[src/rtl/imm_gen_pipe.sv]
// Two-stage pipelined RV32I/RV64I immediate generator with valid/ready on both sides.
// Define IMM_GEN_CSR_EN to decode SYSTEM (CSR) opcodes; otherwise they are illegal.
module imm_gen_pipe #(
  parameter int unsigned XLEN  = 64,
  parameter int unsigned TAG_W = 8,
  parameter int unsigned CNT_W = 16
) (
  input  logic             clk,
  input  logic             reset,
  input  logic             flush,
  input  logic             in_valid,
  output logic             in_ready,
  input  logic [31:0]      in_instr,
  input  logic [TAG_W-1:0] in_tag,
  output logic             out_valid,
  input  logic             out_ready,
  output logic [XLEN-1:0]  out_imm,
  output logic [2:0]       out_fmt,
  output logic             out_illegal,
  output logic [TAG_W-1:0] out_tag,
  output logic [CNT_W-1:0] illegal_cnt
);

  typedef enum logic [2:0] {
    FmtI    = 3'd0,
    FmtS    = 3'd1,
    FmtB    = 3'd2,
    FmtU    = 3'd3,
    FmtJ    = 3'd4,
    FmtZ    = 3'd5,
    FmtNone = 3'd7
  } fmt_e;

  localparam logic [6:0] OpLoad   = 7'b0000011;
  localparam logic [6:0] OpImm    = 7'b0010011;
  localparam logic [6:0] OpImm32  = 7'b0011011;
  localparam logic [6:0] OpJalr   = 7'b1100111;
  localparam logic [6:0] OpStore  = 7'b0100011;
  localparam logic [6:0] OpBranch = 7'b1100011;
  localparam logic [6:0] OpLui    = 7'b0110111;
  localparam logic [6:0] OpAuipc  = 7'b0010111;
  localparam logic [6:0] OpJal    = 7'b1101111;
`ifdef IMM_GEN_CSR_EN
  localparam logic [6:0] OpSystem = 7'b1110011;
`endif

  // Stage-1 state
  logic             s1_valid_q,   s1_valid_d;
  logic [31:7]      s1_instr_q,   s1_instr_d;
  logic [TAG_W-1:0] s1_tag_q,     s1_tag_d;
  fmt_e             s1_fmt_q,     s1_fmt_d;
  logic             s1_illegal_q, s1_illegal_d;
  logic             s1_shamt_q,   s1_shamt_d;
  logic             s1_sh6_q,     s1_sh6_d;

  // Stage-2 state
  logic             s2_valid_q,   s2_valid_d;
  logic [XLEN-1:0]  s2_imm_q,     s2_imm_d;
  fmt_e             s2_fmt_q,     s2_fmt_d;
  logic             s2_illegal_q, s2_illegal_d;
  logic [TAG_W-1:0] s2_tag_q,     s2_tag_d;
  logic [CNT_W-1:0] cnt_q,        cnt_d;

  logic s1_load, s2_load, in_fire, out_fire;

  assign s2_load  = !s2_valid_q || out_ready;
  assign s1_load  = !s1_valid_q || s2_load;
  assign in_ready = !flush && s1_load;
  assign in_fire  = in_valid && in_ready;
  assign out_fire = s2_valid_q && out_ready;

  // Opcode decode on the incoming word
  logic [6:0] in_opc;
  logic [2:0] in_f3;
  logic       is_shift_f3;
  fmt_e       dec_fmt;
  logic       dec_shamt, dec_sh6;

  assign in_opc      = in_instr[6:0];
  assign in_f3       = in_instr[14:12];
  assign is_shift_f3 = (in_f3 == 3'b001) || (in_f3 == 3'b101);

  always_comb begin
    dec_fmt   = FmtNone;
    dec_shamt = 1'b0;
    dec_sh6   = 1'b0;
    case (in_opc)
      OpLoad, OpJalr: dec_fmt = FmtI;
      OpImm: begin
        dec_fmt   = FmtI;
        dec_shamt = is_shift_f3;
        dec_sh6   = (XLEN == 64);
      end
      // Word-sized ops exist only on RV64; shamt is always 5 bits here.
      OpImm32: begin
        if (XLEN == 64) begin
          dec_fmt   = FmtI;
          dec_shamt = is_shift_f3;
        end
      end
      OpStore:         dec_fmt = FmtS;
      OpBranch:        dec_fmt = FmtB;
      OpLui, OpAuipc:  dec_fmt = FmtU;
      OpJal:           dec_fmt = FmtJ;
`ifdef IMM_GEN_CSR_EN
      OpSystem:        dec_fmt = in_f3[2] ? FmtZ : FmtI;
`endif
      default:         dec_fmt = FmtNone;
    endcase
  end

  // Immediate assembly on the stage-1 word
  logic signed [31:0] asm_imm;

  always_comb begin
    asm_imm = '0;
    case (s1_fmt_q)
      FmtI: begin
        if (s1_shamt_q) begin
          asm_imm = s1_sh6_q ? {26'b0, s1_instr_q[25:20]} : {27'b0, s1_instr_q[24:20]};
        end else begin
          asm_imm = {{20{s1_instr_q[31]}}, s1_instr_q[31:20]};
        end
      end
      FmtS: asm_imm = {{20{s1_instr_q[31]}}, s1_instr_q[31:25], s1_instr_q[11:7]};
      FmtB: asm_imm = {{19{s1_instr_q[31]}}, s1_instr_q[31], s1_instr_q[7],
                       s1_instr_q[30:25], s1_instr_q[11:8], 1'b0};
      FmtU: asm_imm = {s1_instr_q[31:12], 12'b0};
      FmtJ: asm_imm = {{11{s1_instr_q[31]}}, s1_instr_q[31], s1_instr_q[19:12],
                       s1_instr_q[20], s1_instr_q[30:21], 1'b0};
`ifdef IMM_GEN_CSR_EN
      FmtZ: asm_imm = {27'b0, s1_instr_q[19:15]};
`endif
      default: asm_imm = '0;
    endcase
  end

  always_comb begin
    s1_valid_d   = s1_valid_q;
    s1_instr_d   = s1_instr_q;
    s1_tag_d     = s1_tag_q;
    s1_fmt_d     = s1_fmt_q;
    s1_illegal_d = s1_illegal_q;
    s1_shamt_d   = s1_shamt_q;
    s1_sh6_d     = s1_sh6_q;
    if (s1_load) begin
      s1_valid_d = in_fire;
      if (in_fire) begin
        s1_instr_d   = in_instr[31:7];
        s1_tag_d     = in_tag;
        s1_fmt_d     = dec_fmt;
        s1_illegal_d = (dec_fmt == FmtNone);
        s1_shamt_d   = dec_shamt;
        s1_sh6_d     = dec_sh6;
      end
    end
    if (flush) begin
      s1_valid_d = 1'b0;
    end
  end

  // Output registers only change when a real word moves in, so a bubble keeps them stable.
  always_comb begin
    s2_valid_d   = s2_valid_q;
    s2_imm_d     = s2_imm_q;
    s2_fmt_d     = s2_fmt_q;
    s2_illegal_d = s2_illegal_q;
    s2_tag_d     = s2_tag_q;
    if (s2_load) begin
      s2_valid_d = s1_valid_q;
      if (s1_valid_q) begin
        s2_imm_d     = XLEN'(asm_imm);
        s2_fmt_d     = s1_fmt_q;
        s2_illegal_d = s1_illegal_q;
        s2_tag_d     = s1_tag_q;
      end
    end
    if (flush) begin
      s2_valid_d = 1'b0;
    end
  end

  // A word handshaking in a flush cycle has still been delivered, so it is counted.
  always_comb begin
    cnt_d = cnt_q;
    if (out_fire && s2_illegal_q && (cnt_q != {CNT_W{1'b1}})) begin
      cnt_d = cnt_q + CNT_W'(1);
    end
  end

  always_ff @(posedge clk) begin
    if (reset) begin
      s1_valid_q   <= 1'b0;
      s1_instr_q   <= '0;
      s1_tag_q     <= '0;
      s1_fmt_q     <= FmtNone;
      s1_illegal_q <= 1'b0;
      s1_shamt_q   <= 1'b0;
      s1_sh6_q     <= 1'b0;
      s2_valid_q   <= 1'b0;
      s2_imm_q     <= '0;
      s2_fmt_q     <= FmtNone;
      s2_illegal_q <= 1'b0;
      s2_tag_q     <= '0;
      cnt_q        <= '0;
    end else begin
      s1_valid_q   <= s1_valid_d;
      s1_instr_q   <= s1_instr_d;
      s1_tag_q     <= s1_tag_d;
      s1_fmt_q     <= s1_fmt_d;
      s1_illegal_q <= s1_illegal_d;
      s1_shamt_q   <= s1_shamt_d;
      s1_sh6_q     <= s1_sh6_d;
      s2_valid_q   <= s2_valid_d;
      s2_imm_q     <= s2_imm_d;
      s2_fmt_q     <= s2_fmt_d;
      s2_illegal_q <= s2_illegal_d;
      s2_tag_q     <= s2_tag_d;
      cnt_q        <= cnt_d;
    end
  end

  assign out_valid   = s2_valid_q;
  assign out_imm     = s2_imm_q;
  assign out_fmt     = s2_fmt_q;
  assign out_illegal = s2_illegal_q;
  assign out_tag     = s2_tag_q;
  assign illegal_cnt = cnt_q;

endmodule

[config.mk]
export PLATFORM = sky130hd
export DESIGN_NAME = imm_gen_pipe
export DESIGN_NICKNAME = d
export VERILOG_FILES = /design/src/rtl/imm_gen_pipe.sv
export SDC_FILE = /design/constraint.sdc
export NUM_CORES = 1
export LEC_CHECK = 0
export BUFFER_PORTS_ARGS = -buffer_cell sky130_fd_sc_hd__buf_4
export CAP_MARGIN = 0
export CORE_UTILIZATION = 49
export DETAILED_ROUTE_END_ITERATION = 6
export GPL_ROUTABILITY_DRIVEN = 0
export PLACE_DENSITY = 0.8
export SETUP_SLACK_MARGIN = 0.5
export SLEW_MARGIN = 20
export SYNTH_ARGS = -nofsm -noshare
export SYNTH_HDL_FRONTEND = slang
export SYNTH_SLANG_ARGS = --single-unit
[constraint.sdc]
create_clock -name clk -period 5 [get_ports clk]
set_input_delay 1 -clock clk [delete_from_list [all_inputs] [get_ports clk]]
set_output_delay 1 -clock clk [all_outputs]
set_load 0.02 [all_outputs]
==> run summary, run 1 <==
- **fraction of synthesized cell area in xor and xnor cells** 0.393%
- **starting utilization of the core area** 50.8%
- **Critical Path End Type** primary output
- **leftover overflow at the end of global routing** 0
- **die outline area** 0.00947 mm^2
- **drt drc** 0
- **minimum period implied by the final worst setup slack** 2830 ps
- **total routing resource utilization after global routing** 22.3%
- **total number of nets in the final design** 680
- **upper clock frequency limit** 353 MHz
- **number of cell rows** 34
- **Setup TNS Final** 0 ps
- **number of synthesized register bits** 101
- **asr flop ratio synth** 0%
- **Post-Synth Simple-Gate Area** 23.8%
- **deepest clock path buffer count** 2
- **crit path from** out_ready
- **final-layout fill cell count** 778
- **Worst Max-Slew Pin Slew** 981 ps
- **destination of the critical timing path** in_ready
- **largest family of logic cells by synthesized area** simple AND/OR/NAND/NOR gates
- **detailed-placement wirelength estimate** 7350 um
- **fraction of layout cells with a size suffix above 1** 26.0%
- **compound-gate portion of the synthesized area** 20.5%
- **worst reg2reg startpoint** s1_fmt_q[1]$_SDFFE_PP1P_
- **share of the clock period used by the worst path after layout** 56.6%
- **Syn Nets** 598
- **buffers added on ports** 138
- **Yosys cell types** 47
- **worst setup slack before clock tree synthesis** 2100 ps
- **critical register-to-register path endpoint** out_imm[16]$_SDFFE_PP0P_
- **average size of a mapped cell** 8.07 um^2
- **max_slew headroom** 34.5%
- **Fin Clk Skew** 14.9 ps
- **quantity of hold-fixing buffers added after cts** 0
- **required time reported for the critical path endpoint** 4000 ps
- **Worst path slowest cell** nand2b_1
- **io pins** 139
- **arrival time of data at the critical path endpoint** 1830 ps
- **portion of total power attributed to the clock network** 36.8%
- **number of routed nets with antenna violations** 0
- **area leader, netlist** dfxtp_1
- **cell breakdown of the critical path** buf_4 -> nand2b_1 -> nor2_1 -> nor2_1 -> buf_4
- **Lkg Pwr** 2.14 nW
- **area added between synthesis and finish** 23.1%
- **Post-CTS Resized** 0
- **fraction of the yosys area taken by sequential cells** 45.4%
- **register clock-pin slew on the reported worst setup and hold paths** 90 ps
- **final setup violating endpoints** 0
- **Worst Reg-to-Reg Cells** 4
- **PD cells** 272 mW/mm^2
- **critical path peak fanout** 10
- **stage delay of the slowest cell on the critical path** 280 ps
- **run status** finished, final reports clean
- **hold crit path type** reg2reg
- **antenna cell count** 0
- **Via density** 5.56
- **Post-synth EDFFs** 0
- **number of iterations in the first detailed-routing pass** 5
- **chip height** 97.3 um
- **worst hold slack after final layout** 455 ps
- **worst hold path depth** 2
- **H-tree Lvls** 3
- **synthesized-area fraction occupied by adder cells** 0.281%
- **Clock Root Buffer** clkbuf_8
- **count of final hold-check violations** 0
- **area of the core** 0.00876 mm^2
- **leading cell type by number of instances after synthesis** nand2_1
- **total clock buffers created by CTS** 9
- **netlist area before placement** 0.00445 mm^2
- **horizontal extent of the die** 97.3 um
- **aggregate routed wire length** 10,600 um
- **setup repair after global routing missed its margin** false
- **number of buffers inserted to repair setup after CTS** 0
- **Worst setup SP type** input port
- **vias after detailed routing** 4,155
- **maximum vdd drop** 0.000172 V
- **synthesized instance count** 552
- **cell-internal power** 1.14 mW
- **sw frac** 23.3%
- **initial drt markers** 238
- **Finished Core Util** 62.6%
- **Placed Cells** 731
- **Logic pwr share** 7.1%
- **clk sinks** 101
- **top post-synthesis cells by count** 113 x nand2_1, 101 x dfxtp_1, 86 x a21oi_1
- **predominant post-synthesis flop cell** dfxtp_1
- **number of standard cells in the layout, taps in and fillers out** 747
- **Final Max Tran Viols** 0
- **warnings from Yosys** 0
- **clock latency of the later-clocked register in the worst-skew pair** 360 ps
- **CTS tree** built
- **post-DR wirelength/cell** 14.3 um
- **category of the critical setup timing path** in2out
- **maximum number of pins on one net before global-route repair** 96
- **share of power burned in registers** 56.1%
- **number of violations of the max-capacitance limit** 0
- **mux cell area share after synthesis** 0.731%
- **vias in the first global route** 3,699
- **final setup slack of the worst path** 2170 ps
- **register-to-register setup slack** 2950 ps
- **antenna violations before repair** 0
- **main area contributors after synthesis** dfxtp_1 45%, a21oi_1 9.7%, nand2_1 9.5%
- **area share of the largest cell type after synthesis** 45.4%
- **global-route wire length before repair** 17,400 um
- **net switching power of the design** 347 uW
-- cell type report --
class,instances,area (um^2),share of cell area (%)
multi-input combinational,378,2040,37.2
timing repair buffer,140,1050,19.2
sequential,101,2020,36.9
clock inverter,4,55.1,1.00
inverter,4,15.0,0.274
tap,108,135,2.47
clock buffer,12,165,3.01
-- per-stage QoR --
step / cell area (um^2) / power (mW)
finish: 5480 / 1.49
global route: 5480 / 1.55
CTS: 5480 / 1.50
detailed placement: 5260 / 0.960
global placement: 5260 / 0.957
floorplan: 4450 / 0.908
-- flip-flops by register name, summed over array words and instances (netlist names) --
| name | count |
|---|---|
| s1_illegal_q | 1 |
| s1_sh6_q | 1 |
| out_illegal | 1 |
| s1_valid_q | 1 |
| s1_tag_q | 8 |
| out_valid | 1 |
| s1_fmt_q | 3 |
| s1_instr_q | 25 |
| s1_shamt_q | 1 |
| out_imm | 32 |
| out_tag | 8 |
| out_fmt | 3 |
| illegal_cnt | 16 |
-- cell usage in the layout, fill, tap and decap left out, types with 4 or more instances in the layout --
cell type and instances:
nand3b_1 10, nand2_1 112, nand4_1 4, nor2_1 24, or4_1 10, inv_1 4, a2bb2oi_1 7, nand2b_1 10
o31ai_1 6, a21oi_1 86, a21o_1 8, nand3_1 14, buf_4 140, clkbuf_8 12, dfxtp_1 101, o2bb2ai_1 11
and3_1 4, or2_2 4, a311oi_1 5, or3_1 4, o21ai_0 16, nor3_1 11
-- cells by family (layout without fill, tap and decap cells) --
kind of cell | after synthesis | after routing
AO/OA/AOI/OAI | 151 | 151
XOR/XNOR | 2 | 2
adder cells (fa/ha/maj) | 1 | 1
buffers and inverters | 73 | 160
flip-flops | 101 | 101
multiplexers | 3 | 3
AND/OR/NAND/NOR | 221 | 221
-- worst min-delay path by stage --
stage | endpoint | start | slack [ps]
floorplan | s1_sh6_q$_SDFFE_PP0P_ | s1_sh6_q$_SDFFE_PP0P_ | 430
global placement | out_tag[1]$_SDFFE_PP0P_ | s1_tag_q[1]$_SDFFE_PP0P_ | 440
detailed placement | out_tag[2]$_SDFFE_PP0P_ | s1_tag_q[2]$_SDFFE_PP0P_ | 440
CTS | out_tag[2]$_SDFFE_PP0P_ | s1_tag_q[2]$_SDFFE_PP0P_ | 460
global route | out_tag[2]$_SDFFE_PP0P_ | s1_tag_q[2]$_SDFFE_PP0P_ | 470
finish | out_tag[2]$_SDFFE_PP0P_ | s1_tag_q[2]$_SDFFE_PP0P_ | 450
-- power groups by stage --
stage          clock network [mW]  registers [mW]  logic (mW)
2_1_floorplan                   0           0.853      0.0559
3_3_place_gp                    0           0.853       0.103
3_5_place_dp                    0           0.854       0.107
4_1_cts                     0.561           0.835       0.107
5_1_grt                     0.594           0.838       0.118
6_report                    0.547           0.835       0.106
-- per-layer routing --
metal	part of all wire [%]	vias up	GRT usage, %
met5	0	-	0
met4	2.1	0	7.81
met1	42	1907	28.5
met2	48	166	37.4
met3	7.3	19	4.60
li1	-	2063	-
-- worst max-delay path: cells and delay by family --
family        cells  cell delay (ps)
simple gates      3              550
buf+inv           2              270
Note: power is estimated with default switching activity, not from simulation.
==> inputs of run 2 (changes only) <==
Settings changed: ABC_AREA set to 1, CORE_UTILIZATION 49 to 47, PLACE_DENSITY 0.8 to 0.79.
Clock period 5 ns to 2.5 ns, I/O delays scaled along.
==> run 2 against run 1 <==
Non-clock buffer count grew 8. Total power increased by 110%. Global-route usage down 0.070 points.
==> run summary, run 2 <==
- **share of power burned in registers** 54.7%, -1.4 points
- **total clock buffers created by CTS** 9, unchanged
- **Worst setup SP type** flop
- **net switching power of the design** 808 uW, +130%
- **area leader, netlist** dfxtp_1
- **count of final hold-check violations** 0, unchanged
- **PD cells** 529 mW/mm^2, +95%
- **Clock Root Buffer** clkbuf_8
- **buffers added on ports** 138, unchanged
- **Fin Clk Skew** 12.6 ps, -2.34 ps
- **arrival time of data at the critical path endpoint** 2100 ps, +270 ps
- **vias in the first global route** 4,152, +12%
- **fraction of layout cells with a size suffix above 1** 26.6%, +0.64 points
- **share of the clock period used by the worst path after layout** 73.1%
- **number of buffers inserted to repair setup after CTS** 0, unchanged
- **warnings from Yosys** 0, unchanged
- **maximum number of pins on one net before global-route repair** 61, -36%
- **Logic pwr share** 9.2%, +2.1 points
- **synthesized instance count** 659, +19%
- **quantity of hold-fixing buffers added after cts** 0, unchanged
- **cell mode on critical path** nand2_2
- **cell breakdown of the critical path** ha_1 -> nand3_1 -> inv_1 -> nand3_2 -> nand2_2 -> nand2_2 -> o21ai_0 -> nor2_1
- **horizontal extent of the die** 102 um, +5.2%
- **asr flop ratio synth** 0%, unchanged
- **initial drt markers** 166, -30%
- **Via density** 5.05, -9.2%
- **starting utilization of the core area** 48.5%, -2.3 points
- **Yosys cell types** 35, -26%
- **number of cell rows** 36, +5.9%
- **Setup TNS Final** 0 ps, unchanged
- **deepest clock path buffer count** 2, unchanged
- **post-DR wirelength/cell** 12.8 um, -10%
- **total number of nets in the final design** 800, +18%
- **main area contributors after synthesis** dfxtp_1 43%, nand2_1 12%, a21oi_1 7.6%
- **Syn Nets** 705, +18%
- **fraction of the yosys area taken by sequential cells** 42.7%, -2.7 points
- **register clock-pin slew on the reported worst setup and hold paths** 110 ps, +20 ps
- **Final Max Tran Viols** 0, unchanged
- **total routing resource utilization after global routing** 22.2%, -0.070 points
- **aggregate routed wire length** 11,400 um, +7.1%
- **drt drc** 0, unchanged
- **area of the core** 0.00977 mm^2, +12%
- **H-tree Lvls** 3, unchanged
- **number of routed nets with antenna violations** 0, unchanged
- **average size of a mapped cell** 7.19 um^2, -11%
- **number of standard cells in the layout, taps in and fillers out** 892, +19%
- **antenna violations before repair** 0, unchanged
- **Finished Core Util** 59.8%, -2.7 points
- **netlist area before placement** 0.00474 mm^2, +6.4%
- **Worst Max-Slew Pin Slew** 569 ps, -412 ps
- **maximum vdd drop** 0.000340 V, +98%
- **number of violations of the max-capacitance limit** 0, unchanged
- **commonest cells after routing, fill and taps aside** 148 x nand2_1, 147 x buf_4, 101 x dfxtp_1
- **die outline area** 0.0105 mm^2, +11%
- **final setup violating endpoints** 0, unchanged
- **upper clock frequency limit** 547 MHz
- **chip height** 102 um, +5.2%
- **leftover overflow at the end of global routing** 0, unchanged
- **number of synthesized register bits** 101, unchanged
- **critical path peak fanout** 16, +6
- **sw frac** 26.1%, +2.8 points
- **area share of the largest cell type after synthesis** 42.7%, -2.7 points
- **category of the critical setup timing path** reg2reg
- **detailed-placement wirelength estimate** 8210 um, +12%
- **hold crit path type** in2reg
- **minimum period implied by the final worst setup slack** 1830 ps
- **Post-CTS Resized** 0, unchanged
- **Largest register FFs** 32, unchanged
- **required time reported for the critical path endpoint** 2780 ps, -1220 ps
- **max_slew headroom** 62.1%, +28 points
- **area added between synthesis and finish** 23.4%
- **run status** finished, final reports clean
- **final-layout fill cell count** 905, +16%
- **most common cell after layout, fill and taps aside** nand2_1
- **clk sinks** 101, unchanged
- **top post-synthesis cells by count** 148 x nand2_1, 101 x dfxtp_1, 72 x a21oi_1
- **Post-synth EDFFs** 0, unchanged
- **global-route wire length before repair** 18,400 um, +5.7%
- **portion of total power attributed to the clock network** 36.1%, -0.7 points
- **leading cell type by number of instances after synthesis** nand2_1
- **antenna cell count** 0, unchanged
- **number of iterations in the first detailed-routing pass** 4, -1
- **cell-internal power** 2.29 mW, +100%
- **Critical Path End Type** flop
- **setup repair after global routing missed its margin** false
- **Placed Cells** 876, +20%
- **Worst path slowest cell** dfxtp_1
- **stage delay of the slowest cell on the critical path** 420 ps, +140 ps
- **io pins** 139, unchanged
- **predominant post-synthesis flop cell** dfxtp_1
- **register-to-register setup slack** 670 ps, -2280 ps
- **clock latency of the later-clocked register in the worst-skew pair** 370 ps, about the same
- **Lkg Pwr** 2.56 nW, +19%
- **CTS tree** built
- **vias after detailed routing** 4,505, +8.4%
## run 2: worst paths after layout
kind | cells past startpoint | endpoint | start
setup reg to reg | 8 | illegal_cnt[1]$_SDFFE_PP0P_ | illegal_cnt[0]$_SDFFE_PP0P_
setup / recovery | 8 | illegal_cnt[1]$_SDFFE_PP0P_ | illegal_cnt[0]$_SDFFE_PP0P_
hold reg to reg | 2 | s1_tag_q[5]$_SDFFE_PP0P_ | s1_tag_q[5]$_SDFFE_PP0P_
hold / removal | 3 | s1_instr_q[27]$_SDFFE_PP0P_ | in_instr[27]
## run 2: final cells by class
class | instances | area [um^2] | area share (%)
inverter | 58 | 218 | 3.72
sequential | 101 | 2020 | 34.6
clock buffer | 10 | 138 | 2.35
timing repair buffer | 148 | 1120 | 19.2
clock inverter | 6 | 78.8 | 1.35
multi-input combinational | 436 | 2100 | 35.9
tap | 133 | 166 | 2.85
## run 2: cell families (layout without fill, tap and decap cells)
logic type | after synthesis | count (layout) | synth area share (%)
AO/OA/AOI/OAI | 157 | 157 | 18.5
adder cells (fa/ha/maj) | 1 | 1 | 0.264
buffers and inverters | 122 | 222 | 13.1
XOR/XNOR | 6 | 6 | 1.11
flip-flops | 101 | 101 | 42.7
AND/OR/NAND/NOR | 272 | 272 | 24.4
## run 2: worst max-delay path: cells and delay by family (launching register included)
kind	cells	cell delay (ps)
AO/OA/AOI/OAI	1	220
adder cells (fa/ha/maj)	1	230
buffers and inverters	1	110
flip-flops	1	420
AND/OR/NAND/NOR	5	740
## run 2: routing by layer
metal	part of all wire (%)	track usage [%]	up-vias
met2	49	38.8	161
li1	-	-	2298
met3	6.7	4.65	15
met1	43	26.7	2031
met4	1.6	8.79	0
met5	0	0	-
## run 2: metrics by stage
stage / hold slack (ps) / cell area, um^2 / setup slack (ps) / power, mW
2_1_floorplan: 430 / 4740 / 793 / 1.89
3_3_place_gp: 438 / 5630 / 812 / 2.00
3_5_place_dp: 448 / 5630 / 681 / 2.01
4_1_cts: 339 / 5850 / 662 / 3.12
5_1_grt: 344 / 5850 / 524 / 3.22
6_report: 346 / 5850 / 672 / 3.09
## run 2: power groups by stage
stage | Combinational, mW | Clock, mW | Sequential, mW
final | 0.285 | 1.12 | 1.69
after global routing | 0.319 | 1.20 | 1.70
after CTS | 0.287 | 1.14 | 1.69
after detailed placement | 0.285 | 0 | 1.73
after global placement | 0.277 | 0 | 1.73
after floorplan | 0.158 | 0 | 1.73
==> inputs of run 3 (changes only) <==
Clock period 2.5 ns to 1.6 ns, I/O delays scaled along.
==> run 3 against run 2 <==
The run now ends with setup timing left. Count of clock-buffer cells in the layout unchanged. Sequential power increased by 57%. Combinational power increased to 3.1 times the previous value. Die area unchanged. Flip-flop and latch count unchanged. Largest power group unchanged.
==> run summary, run 3 (synthesis results as in run 2) <==
- **category of the critical setup timing path** reg2reg
- **buffers added on ports** 138, unchanged
- **antenna violations before repair** 4, +4
- **area added between synthesis and finish** 81.5%
- **number of routed nets with antenna violations** 0, unchanged
- **fraction of layout cells with a size suffix above 1** 60.7%, +34 points
- **total number of nets in the final design** 900, +13%
- **Critical Path End Type** flop
- **maximum vdd drop** 0.000532 V, +56%
- **maximum number of pins on one net before global-route repair** 45, -26%
- **starting utilization of the core area** 48.5%, unchanged
- **sequential standard cell area** 0.00216 mm^2, +6.9%
- **detailed-placement wirelength estimate** 8740 um, +6.4%
- **H-tree Lvls** 3, unchanged
- **post-place instance area** 0.00582 mm^2, +3.4%
- **Clock Root Buffer** clkbuf_8
- **max_slew headroom** 55.2%, -6.9 points
- **total clock buffers created by CTS** 9, unchanged
- **number of iterations in the first detailed-routing pass** 6, +2
- **register clock-pin slew on the reported worst setup and hold paths** 130 ps, +20 ps
- **quantity of hold-fixing buffers added after cts** 0, unchanged
- **CTS tree** built
- **upper clock frequency limit** 371 MHz, -32%
- **Final Max Tran Viols** 0, unchanged
- **post-DR wirelength/cell** 27.4 um, +110%
- **clk sinks** 101, unchanged
- **die outline area** 0.0105 mm^2, unchanged
- **number of cell rows** 36, unchanged
- **run status** finished, violations left
- **io pins** 139, unchanged
- **area of the core** 0.00977 mm^2, unchanged
- **Multi-input gate area** 0.00303 mm^2, +44%
- **drt drc** 0, unchanged
- **Largest register FFs** 32, unchanged
- **initial drt markers** 1,005, +510%
- **aggregate routed wire length** 27,200 um, +140%
- **clock latency of the later-clocked register in the worst-skew pair** 430 ps, +60 ps
- **Worst Max-Slew Pin Slew** 672 ps, +104 ps
- **final setup slack of the worst path** -1100 ps, -1770 ps
- **horizontal extent of the die** 102 um, unchanged
- **deepest clock path buffer count** 2, unchanged
- **worst hold slack after final layout** 125 ps, -221 ps
- **Via density** 6.64, +31%
- **Fin Clk Skew** 28.7 ps, +16.1 ps
- **Lkg Pwr** 3.62 nW, +41%
- **hold crit path type** in2reg
- **number of violations of the max-capacitance limit** 0, unchanged
- **critical path peak fanout** 5, -11
- **count of final hold-check violations** 0, unchanged
- **minimum period implied by the final worst setup slack** 2700 ps, +869 ps
- **total routing resource utilization after global routing** 34.2%, +12 points
- **Worst setup SP type** flop
- **failing checks** setup timing
- **final setup violating endpoints** 9, +9
- **final instance area** 0.00860 mm^2, +47%
- **required time reported for the critical path endpoint** 1910 ps, -870 ps
- **chip height** 102 um, unchanged
- **leftover overflow at the end of global routing** 0, unchanged
- **most common cell after layout, fill and taps aside** buf_4
- **setup repair after global routing missed its margin** true
- **vias in the first global route** 5,299, +28%
- **global-route wire length before repair** 27,100 um, +47%
- **arrival time of data at the critical path endpoint** 3010 ps, +910 ps
- **vias after detailed routing** 6,592, +46%
- **share of the clock period used by the worst path after layout** 169%, +95 points
- **commonest cells after routing, fill and taps aside** 111 x buf_4, 107 x nand2_1, 79 x buf_6
- **Finished Core Util** 88.0%, +28 points
- **final-layout fill cell count** 343, -62%
- **PD cells** 615 mW/mm^2, +16%
## run 3: where the power goes
part           internal, mW  switching (mW)  total (mW)
Sequential             2.56          0.0846        2.65
Clock                 0.726            1.03        1.76
Combinational         0.367           0.513       0.879
## run 3: worst max-delay path, cell delays in order, from the launching register on
cell     delay [ps]
dfxtp_4         420
nand2_1         190
nor2_2          220
nand2_1         130
nor2_1          470
nand2_1         360
nand2_1         190
nand2_1         230
a21oi_1         380
## run 3: stage by stage
step	worst slack, ps	total power, mW	TNS [ps]	std cells
2_1_floorplan	282	2.98	0	659
3_3_place_gp	131	3.16	0	877
3_5_place_dp	73.0	3.17	0	877
4_1_cts	216	4.91	0	956
5_1_grt	-1030	5.39	-3010	993
6_report	-1100	5.29	-2070	993
## run 3: area by class of cell
| cell class | instances | area share, % |
|---|---|---|
| Timing Repair inverter | 3 | 0.378 |
| Antenna cell | 1 | 0.0291 |
| Clock inverter | 6 | 0.727 |
| Sequential cell | 101 | 25.1 |
| Tap cell | 133 | 1.94 |
| Inverter | 58 | 3.04 |
| Clock buffer | 10 | 1.48 |
| Timing Repair Buffer | 243 | 32.1 |
| Multi-Input combinational cell | 438 | 35.2 |
## run 3: worst paths after layout
kind / depth (start not counted) / slack, ps / start / to
min reg2reg: 2 / 460 / s1_tag_q[2]$_SDFFE_PP0P_ / s1_tag_q[2]$_SDFFE_PP0P_
min: 3 / 130 / in_instr[19] / s1_instr_q[19]$_SDFFE_PP0P_
max: 8 / -1100 / illegal_cnt[7]$_SDFFE_PP0P_ / illegal_cnt[15]$_SDFFE_PP0P_
max reg2reg: 8 / -1100 / illegal_cnt[7]$_SDFFE_PP0P_ / illegal_cnt[15]$_SDFFE_PP0P_
## run 3: what timing repair did
action,in CTS,in global routing
resized for setup,245,170
endpoints found under the setup margin,190,194
setup buffers,52,26
cloned,11,10
pin swaps,43,53
## run 3: per-layer routing
metal	global-route usage [%]	wire length, um
met5	0	158
met3	7.93	4360
met1	38.2	8350
met2	58.1	11300
met4	22.6	3090
